`config.mk`:
```
export PLATFORM = sky130hd
export DESIGN_NAME = debug_responder
export DESIGN_NICKNAME = d
export VERILOG_FILES = /design/src/rtl/debug_pkg.sv /design/src/rtl/debug_addr_decode.sv /design/src/rtl/debug_responder.sv
export SDC_FILE = /design/constraint.sdc
export NUM_CORES = 1
export LEC_CHECK = 0
export BUFFER_PORTS_ARGS = -buffer_cell sky130_fd_sc_hd__buf_2
export CORE_ASPECT_RATIO = 1.75
export CORE_MARGIN = 2
export CORE_UTILIZATION = 39
export CTS_BUF_LIST = sky130_fd_sc_hd__clkbuf_4 sky130_fd_sc_hd__clkbuf_8 sky130_fd_sc_hd__clkbuf_16
export DETAILED_ROUTE_END_ITERATION = 8
export GPL_ROUTABILITY_DRIVEN = 0
export PLACE_DENSITY_LB_ADDON = 0.08
export SLEW_MARGIN = 20
export SYNTH_ARGS = -nofsm -noshare
export SYNTH_HDL_FRONTEND = slang
export SYNTH_SLANG_ARGS = --single-unit
```
`constraint.sdc`:
```
create_clock -name clk_i -period 4.6 [get_ports clk_i]
set_input_delay 0.23 -clock clk_i [delete_from_list [all_inputs] [get_ports clk_i]]
set_output_delay 0.23 -clock clk_i [all_outputs]
set_load 0.01 [all_outputs]
```
`src/rtl/debug_pkg.sv`:
```
// debug_pkg: FSM state and access-region types, plus the debug address map.
package debug_pkg;

  typedef enum logic [1:0] {
    RUNNING,
    HALT_REQ,
    HALTED,
    RESUMING
  } dbg_state_e;

  typedef enum logic [1:0] {
    REGION_NONE,
    REGION_CTRL,
    REGION_GPR,
    REGION_NPC
  } dbg_region_e;

  localparam logic [31:0] CTRL_ADDR = 32'h0000_0000;
  localparam logic [31:0] GPR_BASE  = 32'h0000_0400;
  // Word-offset bits that select one of the 32 GPRs inside the GPR window
  localparam logic [31:0] GPR_SPAN  = 32'h0000_007C;
  localparam logic [31:0] NPC_ADDR  = 32'h0000_2000;

  localparam int CTRL_HALTED_BIT = 16;
  localparam int GPR_IDX_W       = 5;

endpackage

```
`src/rtl/debug_addr_decode.sv`:
```
// debug_addr_decode: maps a debug byte address onto CTRL / GPR / NPC regions.
// The NPC region only exists when DEBUG_NPC_EN is defined.
module debug_addr_decode
  import debug_pkg::*;
#(
  parameter int ADDR_W = 15
) (
  input  logic [ADDR_W-1:0]    addr_i,
  output dbg_region_e          region_o,
  output logic [GPR_IDX_W-1:0] gpr_idx_o
);

  logic [ADDR_W-1:0] word_addr;
  logic [ADDR_W-1:0] gpr_window;

  always_comb begin
    word_addr  = addr_i & ~ADDR_W'(3);
    gpr_window = word_addr & ~ADDR_W'(GPR_SPAN);
    region_o   = REGION_NONE;
    if (word_addr == ADDR_W'(CTRL_ADDR)) begin
      region_o = REGION_CTRL;
    end else if (gpr_window == ADDR_W'(GPR_BASE)) begin
      region_o = REGION_GPR;
    end
`ifdef DEBUG_NPC_EN
    else if (word_addr == ADDR_W'(NPC_ADDR)) begin
      region_o = REGION_NPC;
    end
`endif
  end

  assign gpr_idx_o = addr_i[2 +: GPR_IDX_W];

endmodule

```
`src/rtl/debug_responder.sv`:
```
// debug_responder: halt/resume handshake with the core plus a single-outstanding debug
// access port onto CTRL and the GPR file. Define DEBUG_NPC_EN to add the NPC register.
module debug_responder
  import debug_pkg::*;
#(
  parameter int ADDR_W = 15,
  parameter int DATA_W = 32
) (
  input  logic                 clk_i,
  input  logic                 rst_i,
  input  logic                 debug_req_i,
  input  logic [ADDR_W-1:0]    debug_addr_i,
  input  logic                 debug_we_i,
  input  logic [DATA_W-1:0]    debug_wdata_i,
  input  logic                 debug_halt_i,
  input  logic                 debug_resume_i,
  output logic                 debug_gnt_o,
  output logic                 debug_rvalid_o,
  output logic [DATA_W-1:0]    debug_rdata_o,
  output logic                 debug_halted_o,
  output logic                 core_halt_req_o,
  input  logic                 core_halted_i,
  output logic [GPR_IDX_W-1:0] rf_addr_o,
  output logic                 rf_we_o,
  output logic [DATA_W-1:0]    rf_wdata_o,
  input  logic [DATA_W-1:0]    rf_rdata_i
`ifdef DEBUG_NPC_EN
  ,
  input  logic [DATA_W-1:0]    core_npc_i,
  output logic [DATA_W-1:0]    core_npc_o,
  output logic                 core_npc_we_o
`endif
);

  dbg_state_e           state_q, state_d;
  dbg_region_e          region;
  logic [GPR_IDX_W-1:0] gpr_idx;
  logic                 resp_pending_q, resp_pending_d;
  logic                 resume_held_q, resume_held_d;
  logic                 halted_q, halted_d;
  logic [DATA_W-1:0]    rdata_q, rdata_d;
  logic [DATA_W-1:0]    ctrl_word;
  logic                 gnt;
  logic                 in_halted;
  logic                 resume_req;

  debug_addr_decode #(
    .ADDR_W (ADDR_W)
  ) u_decode (
    .addr_i    (debug_addr_i),
    .region_o  (region),
    .gpr_idx_o (gpr_idx)
  );

  // Reset masks the grant so an access presented during reset never produces a response.
  assign gnt       = debug_req_i & ~resp_pending_q & ~rst_i;
  assign in_halted = (state_q == HALTED);

  always_ff @(posedge clk_i) begin
    if (rst_i) begin
      state_q <= RUNNING;
    end else begin
      state_q <= state_d;
    end
  end

  always_comb begin
    state_d       = state_q;
    resume_held_d = 1'b0;
    resume_req    = debug_resume_i | resume_held_q;
    case (state_q)
      RUNNING: begin
        if (debug_halt_i) begin
          state_d = HALT_REQ;
        end
      end
      HALT_REQ: begin
        if (core_halted_i) begin
          state_d = HALTED;
        end
      end
      HALTED: begin
        // A resume racing a fresh grant waits until that access has returned its rvalid.
        if (resume_req) begin
          if (gnt) begin
            resume_held_d = 1'b1;
          end else begin
            state_d = RESUMING;
          end
        end
      end
      RESUMING: begin
        if (!core_halted_i) begin
          state_d = RUNNING;
        end
      end
      default: state_d = RUNNING;
    endcase
  end

  always_comb begin
    core_halt_req_o = (state_q == HALT_REQ) || (state_q == HALTED);
    halted_d        = (state_d == HALTED);
  end

  always_comb begin
    ctrl_word                  = '0;
    ctrl_word[CTRL_HALTED_BIT] = halted_q;
    rf_we_o                    = 1'b0;
    rdata_d                    = rdata_q;
    resp_pending_d             = gnt;
`ifdef DEBUG_NPC_EN
    core_npc_we_o              = 1'b0;
`endif
    if (gnt) begin
      rdata_d = '0;
      case (region)
        REGION_CTRL: begin
          if (!debug_we_i) begin
            rdata_d = ctrl_word;
          end
        end
        REGION_GPR: begin
          // x0 is hard-wired zero: writes are swallowed and reads return 0.
          if (in_halted && (gpr_idx != '0)) begin
            if (debug_we_i) begin
              rf_we_o = 1'b1;
            end else begin
              rdata_d = rf_rdata_i;
            end
          end
        end
`ifdef DEBUG_NPC_EN
        REGION_NPC: begin
          if (in_halted) begin
            if (debug_we_i) begin
              core_npc_we_o = 1'b1;
            end else begin
              rdata_d = core_npc_i;
            end
          end
        end
`endif
        default: rdata_d = '0;
      endcase
    end
  end

  always_ff @(posedge clk_i) begin
    if (rst_i) begin
      resp_pending_q <= 1'b0;
      resume_held_q  <= 1'b0;
      halted_q       <= 1'b0;
      rdata_q        <= '0;
    end else begin
      resp_pending_q <= resp_pending_d;
      resume_held_q  <= resume_held_d;
      halted_q       <= halted_d;
      rdata_q        <= rdata_d;
    end
  end

  assign debug_gnt_o    = gnt;
  assign debug_rvalid_o = resp_pending_q;
  assign debug_rdata_o  = rdata_q;
  assign debug_halted_o = halted_q;
  assign rf_addr_o      = gpr_idx;
  assign rf_wdata_o     = debug_wdata_i;
`ifdef DEBUG_NPC_EN
  assign core_npc_o     = debug_wdata_i;
`endif

endmodule
```
### Word level (Yosys, flattened, before mapping)

Cells that the tools add are included.
Widths: inputs -> output; s select.

* mux-type cells: 17
* bitwise operators: 7
* reductions and logical operators: 6
* equal/unequal tests: 7

Operators by type and width (count)
* $mux 32: 2
* $pmux 32 s2: 1
* $mux 17: 1
* $logic_not 15->1: 1
* $mux 2: 7
* $eq 2x2->1 const B: 4
* $eq 8x4->1 const B: 1
* $pmux 2 s4: 1
* $mux 1: 5
* $reduce_bool 5->1: 1
* $eq 2x1->1 const B: 2
* $not 1->1: 4
* $reduce_or 3->1: 1
* $and 1x1->1: 2
* $logic_not 2->1: 1
* $logic_and 1x1->1: 1
* $logic_or 1x1->1: 1
* $or 1x1->1: 1

* register bits: 37

### Depth between registers and ports, before layout

* depth in word-level cells: 7
* mapped depth: 6
* depth with buffers taken out: 6

### Hierarchy

From an unflattened synthesis, not the netlist that was laid out.

* cell total of the unflattened synthesis: 159
* area total of the unflattened synthesis: 1670.4 sq um

By module, submodules not included
* debug_responder: seq. area each 740.7 sq um, area an instance 1584.0 sq um, times used 1, cells an instance 147
* debug_addr_decode: seq. area each 0.0 sq um, area an instance 86.3 sq um, times used 1, cells an instance 12

### Least setup slack after synthesis

Ideal clock, no wire load.

* kind: reg-to-reg
* start point: reg resp_pending_q (netlist: debug_rvalid_o)
* end point: reg rdata_q[10] (netlist: debug_rdata_o[10])
* stages on the path, launching flop included: 6
* path slack: 3.012 ns
* setup time: 0.057 ns
* arrival time: 1.531 ns
* data required time: 4.543 ns
* path through: dfxtp_1 > nor3b_4 > nand3_2 > nor4b_4 > buf_6 > a22o_2

* longest elaborated chain between the ends: 3

RTL lines
* start: declaration: line debug_responder.sv:38 `logic resp_pending_q, resp_pending_d;`
* start signal: assignment: line debug_responder.sv:156 `resp_pending_q <= resp_pending_d;`
* $not 1->1: line debug_responder.sv:56 `assign gnt = debug_req_i & ~resp_pending_q & ~rst_i;`
* $and 1x1->1 (2 in a row): line debug_responder.sv:56
* net debug_gnt_o: line debug_responder.sv:17 `output logic debug_gnt_o,`
* end signal: assignment: line debug_responder.sv:159 `rdata_q <= rdata_d;`
* end: declaration: line debug_responder.sv:41 `logic [DATA_W-1:0] rdata_q, rdata_d;`

The timed path passes the listed nets, and every way through them passes these cells.
A chain may end at the register's enable or synchronous reset.

### Final worst setup path

* start point: reg resp_pending_q (netlist: debug_rvalid_o)
* end point: reg rdata_q[7] (netlist: debug_rdata_o[7])

* longest elaborated chain between the ends: 3

RTL lines (line)
* $not 1->1: debug_responder.sv:56
* $and 1x1->1 (2 in a row): debug_responder.sv:56

Every way passes these cells.

==> out/qor.csv <==
stage;metric;value;unit
global_routing;grt_pass1_vias;1303;
detailed_routing;drcViolationCount;0;
detailed_routing;drtPass1Iterations;4;
worst_hold_path;hold_path_class;input pin to flop;
placed_design;place_inst;249;
timing;rsz0062_at_grt;false;
detailed_routing;avgViaCountPerCell;5.18;
placed_design;dpl.hpwl;2830;um
clock_network;cts_max_level;2;
logic_synthesis;syn_avg_cell_area;11.1;sq um
clock_network;cts_tree;done;
worst_hold_path;hold_path_depth;2;
power_and_ir_drop;power_leakage;1.02;nW
timing;hold_ws;156;ps
worst_hold_path;hp-start;rf_rdata_i[28];
global_routing;grt_usage;0.154;
die;die_area;4810;sq um
logic_synthesis;yosysUniqueCellTypes;26;
die;core_area;4110;sq um
logic_synthesis;yosysWarnings;0;
die;fp.dieH;90.3;um
logic_synthesis;synthTopCellsByArea;dfxtp_1, buf_4, a22o_2;
timing;final-hold-violation-count;0;
timing;tightest_slew;703;ps
finish;stdcell_count;257;
logic_synthesis;yosysTopAreaCellShare;0.446;
clock_network;insertion_delay;280;ps
setup_path;crit_type;flop to flop;
logic_synthesis;syn_area;1660;sq um
logic_synthesis;yosysTopAreaCell;dfxtp_1;
finish;syn2layout_area_growth;20.8;%
timing;finClkSkew;2.17;ps
timing;timing.final.crit_period;2080;ps
timing;maxSlewHeadroom;0.529;
detailed_routing;wl_per_cell;14.1;um
finish;antenna_cells;0;
run;cap_violations;0;
detailed_routing;totalWireLength;3630;um
detailed_routing;ant_nets;0;
die;start_util;0.404;
logic_synthesis;synthFlopType;dfxtp_1;
timing;fin_crit_sh;0.453;
power_and_ir_drop;power.total;0.700;mW
clock_network;cts-root-buf;clkbuf_8;
timing;finalSetupTns;0;ps
setup_path;ff2ff_setup_slack;2520;ps
logic_synthesis;synthCells;149;
power_and_ir_drop;ir_worst_vdd;0.282;mV
logic_synthesis;syn_nets;239;
finish;nNetsFinal;297;
setup_path;crit_path_end_kind;flop;
clock_network;clock_sinks;37;
power_and_ir_drop;power_density;349;nW/um^2
logic_synthesis;synth.top_cells.by_count;buf_4, dfxtp_1, a22o_2;
timing;setup_viol_count_final;0;
setup_path;cp_max_fo;19;
setup_path;worstPathArrival;2310;ps
global_routing;grt_pass1_wl;5640;um
setup_path;required;4830;ps
setup_path;ff2ff_path_depth;5;
global_routing;antenna_found_initial;0;
finish;drive_gt1_frac;0.649;
setup_path;r2r_end;debug_rdata_o[7];
timing;drv_slew;0;
finish;fillers;435;
run_status;status;completed;
detailed_routing;dr.first_iter.drc_count;20;
worst_hold_path;worstHoldEndpoint;debug_rdata_o[28];
timing;fmax;480;MHz
placed_design;port_buffers;93;
clock_network;cts_made_buffers;5;
die;ios;160;
setup_path;startpoint_type;flop;
setup_path;reg2reg_from;debug_rvalid_o;
die;rows;31;
logic_synthesis;synth_edf_count;0;
global_routing;grt_start_max_net_pins;32;
global_routing;grt-ovfl-total;0;
logic_synthesis;ys_seq_area_frac;0.446;
detailed_routing;num_vias;1330;
clock_network;cts.path.max_buffers;2;
clock_network;clk_pin_slew;70;ps
clock_network;cts_setup_buffers;0;
logic_synthesis;async_flop_share;0;
clock_network;holdBufCountCts;0;
logic_synthesis;yosys_register_bits;37;
clock_network;cts_resized;0;
die;fp.dieW;53.3;um
[stage by stage]
step	area, sq um	worst slack, ps	utilization
finish	2000	2520	0.488
global route	2000	2340	0.488
CTS	2000	2450	0.488
detailed placement	1870	2420	0.455
global placement	1870	2470	0.455
floorplan	1660	3010	-
[power by group]
part	leakage [nW]	switching (mW)	internal, mW
Combinational	0.651	0.0250	0.0260
Clock	0.0681	0.110	0.215
Sequential	0.298	0.00212	0.322
Total	1.02	0.137	0.563
[state kept, by name (all words and copies together), names as in the netlist]
| signal | count |
|---|---|
| debug_rdata_o | 32 |
| debug_halted_o | 1 |
| state_q | 2 |
| debug_rvalid_o | 1 |
| resume_held_q | 1 |
[per-layer routing]
metal | up-vias | wire length, um | GRT usage
met1 | 611 | 1240 | 0.140
li1 | 610 | - | -
met4 | 0 | 96 | 0.0748
met2 | 94 | 1880 | 0.272
met5 | - | 0 | 0
met3 | 15 | 406 | 0.0679
[worst max path at each step]
stage,from,end,cells past startpoint
floorplan,debug_rvalid_o,debug_rdata_o[10],5
global placement,rst_i,debug_rdata_o[5],6
detailed placement,rst_i,debug_rdata_o[7],6
CTS,debug_rvalid_o,debug_rdata_o[7],5
global route,debug_rvalid_o,debug_rdata_o[7],5
finish,debug_rvalid_o,debug_rdata_o[7],5
[layout by cell type, fill, tap and decap left out]
cell type and n:
buf_2 93, dfxtp_1 37, a22o_2 27, nor2_1 6
clkbuf_8 5, inv_1 4, a22o_1 4, ha_1 4
nor3_1 3, nand2_1 2, mux2i_1 2, nor3b_1 2
bufinv_16 2, buf_4 2, nor3b_4 1, or4_1 1
nand3_2 1, nor4_1 1, nor4b_1 1, a21oi_2 1
nor4b_4 1, a2bb2oi_1 1, o21ai_0 1, a21oi_1 1
a211oi_1 1, and2_1 1, and4b_1 1, a221o_2 1
clkinv_2 1
[cell families after synthesis]
| kind of cell | count (synthesis) | share of synthesized area |
|---|---|---|
| flops | 37 | 0.446 |
| mux | 2 | 0.0121 |
| fa+ha+maj | 4 | 0.0302 |
| simple gates | 21 | 0.0913 |
| compound gates | 37 | 0.210 |
| buf+inv | 48 | 0.210 |
[critical path: stages (launching register included)]
cell	delay, ps
dfxtp_1	350
nor3b_4	330
nand3_2	150
nor4b_4	670
buf_4	360
a22o_2	170
[cell type report]
cell class / count / area (sq um) / area share
multi-input cells: 64 / 573 / 0.286
clock inverters: 3 / 65.1 / 0.0325
inverters: 4 / 15.0 / 0.00749
flip-flops and latches: 37 / 741 / 0.370
clock buffers: 5 / 68.8 / 0.0343
well taps: 49 / 61.3 / 0.0306
repair buffers: 95 / 480 / 0.240
Note: power is estimated with default switching activity, not from simulation.
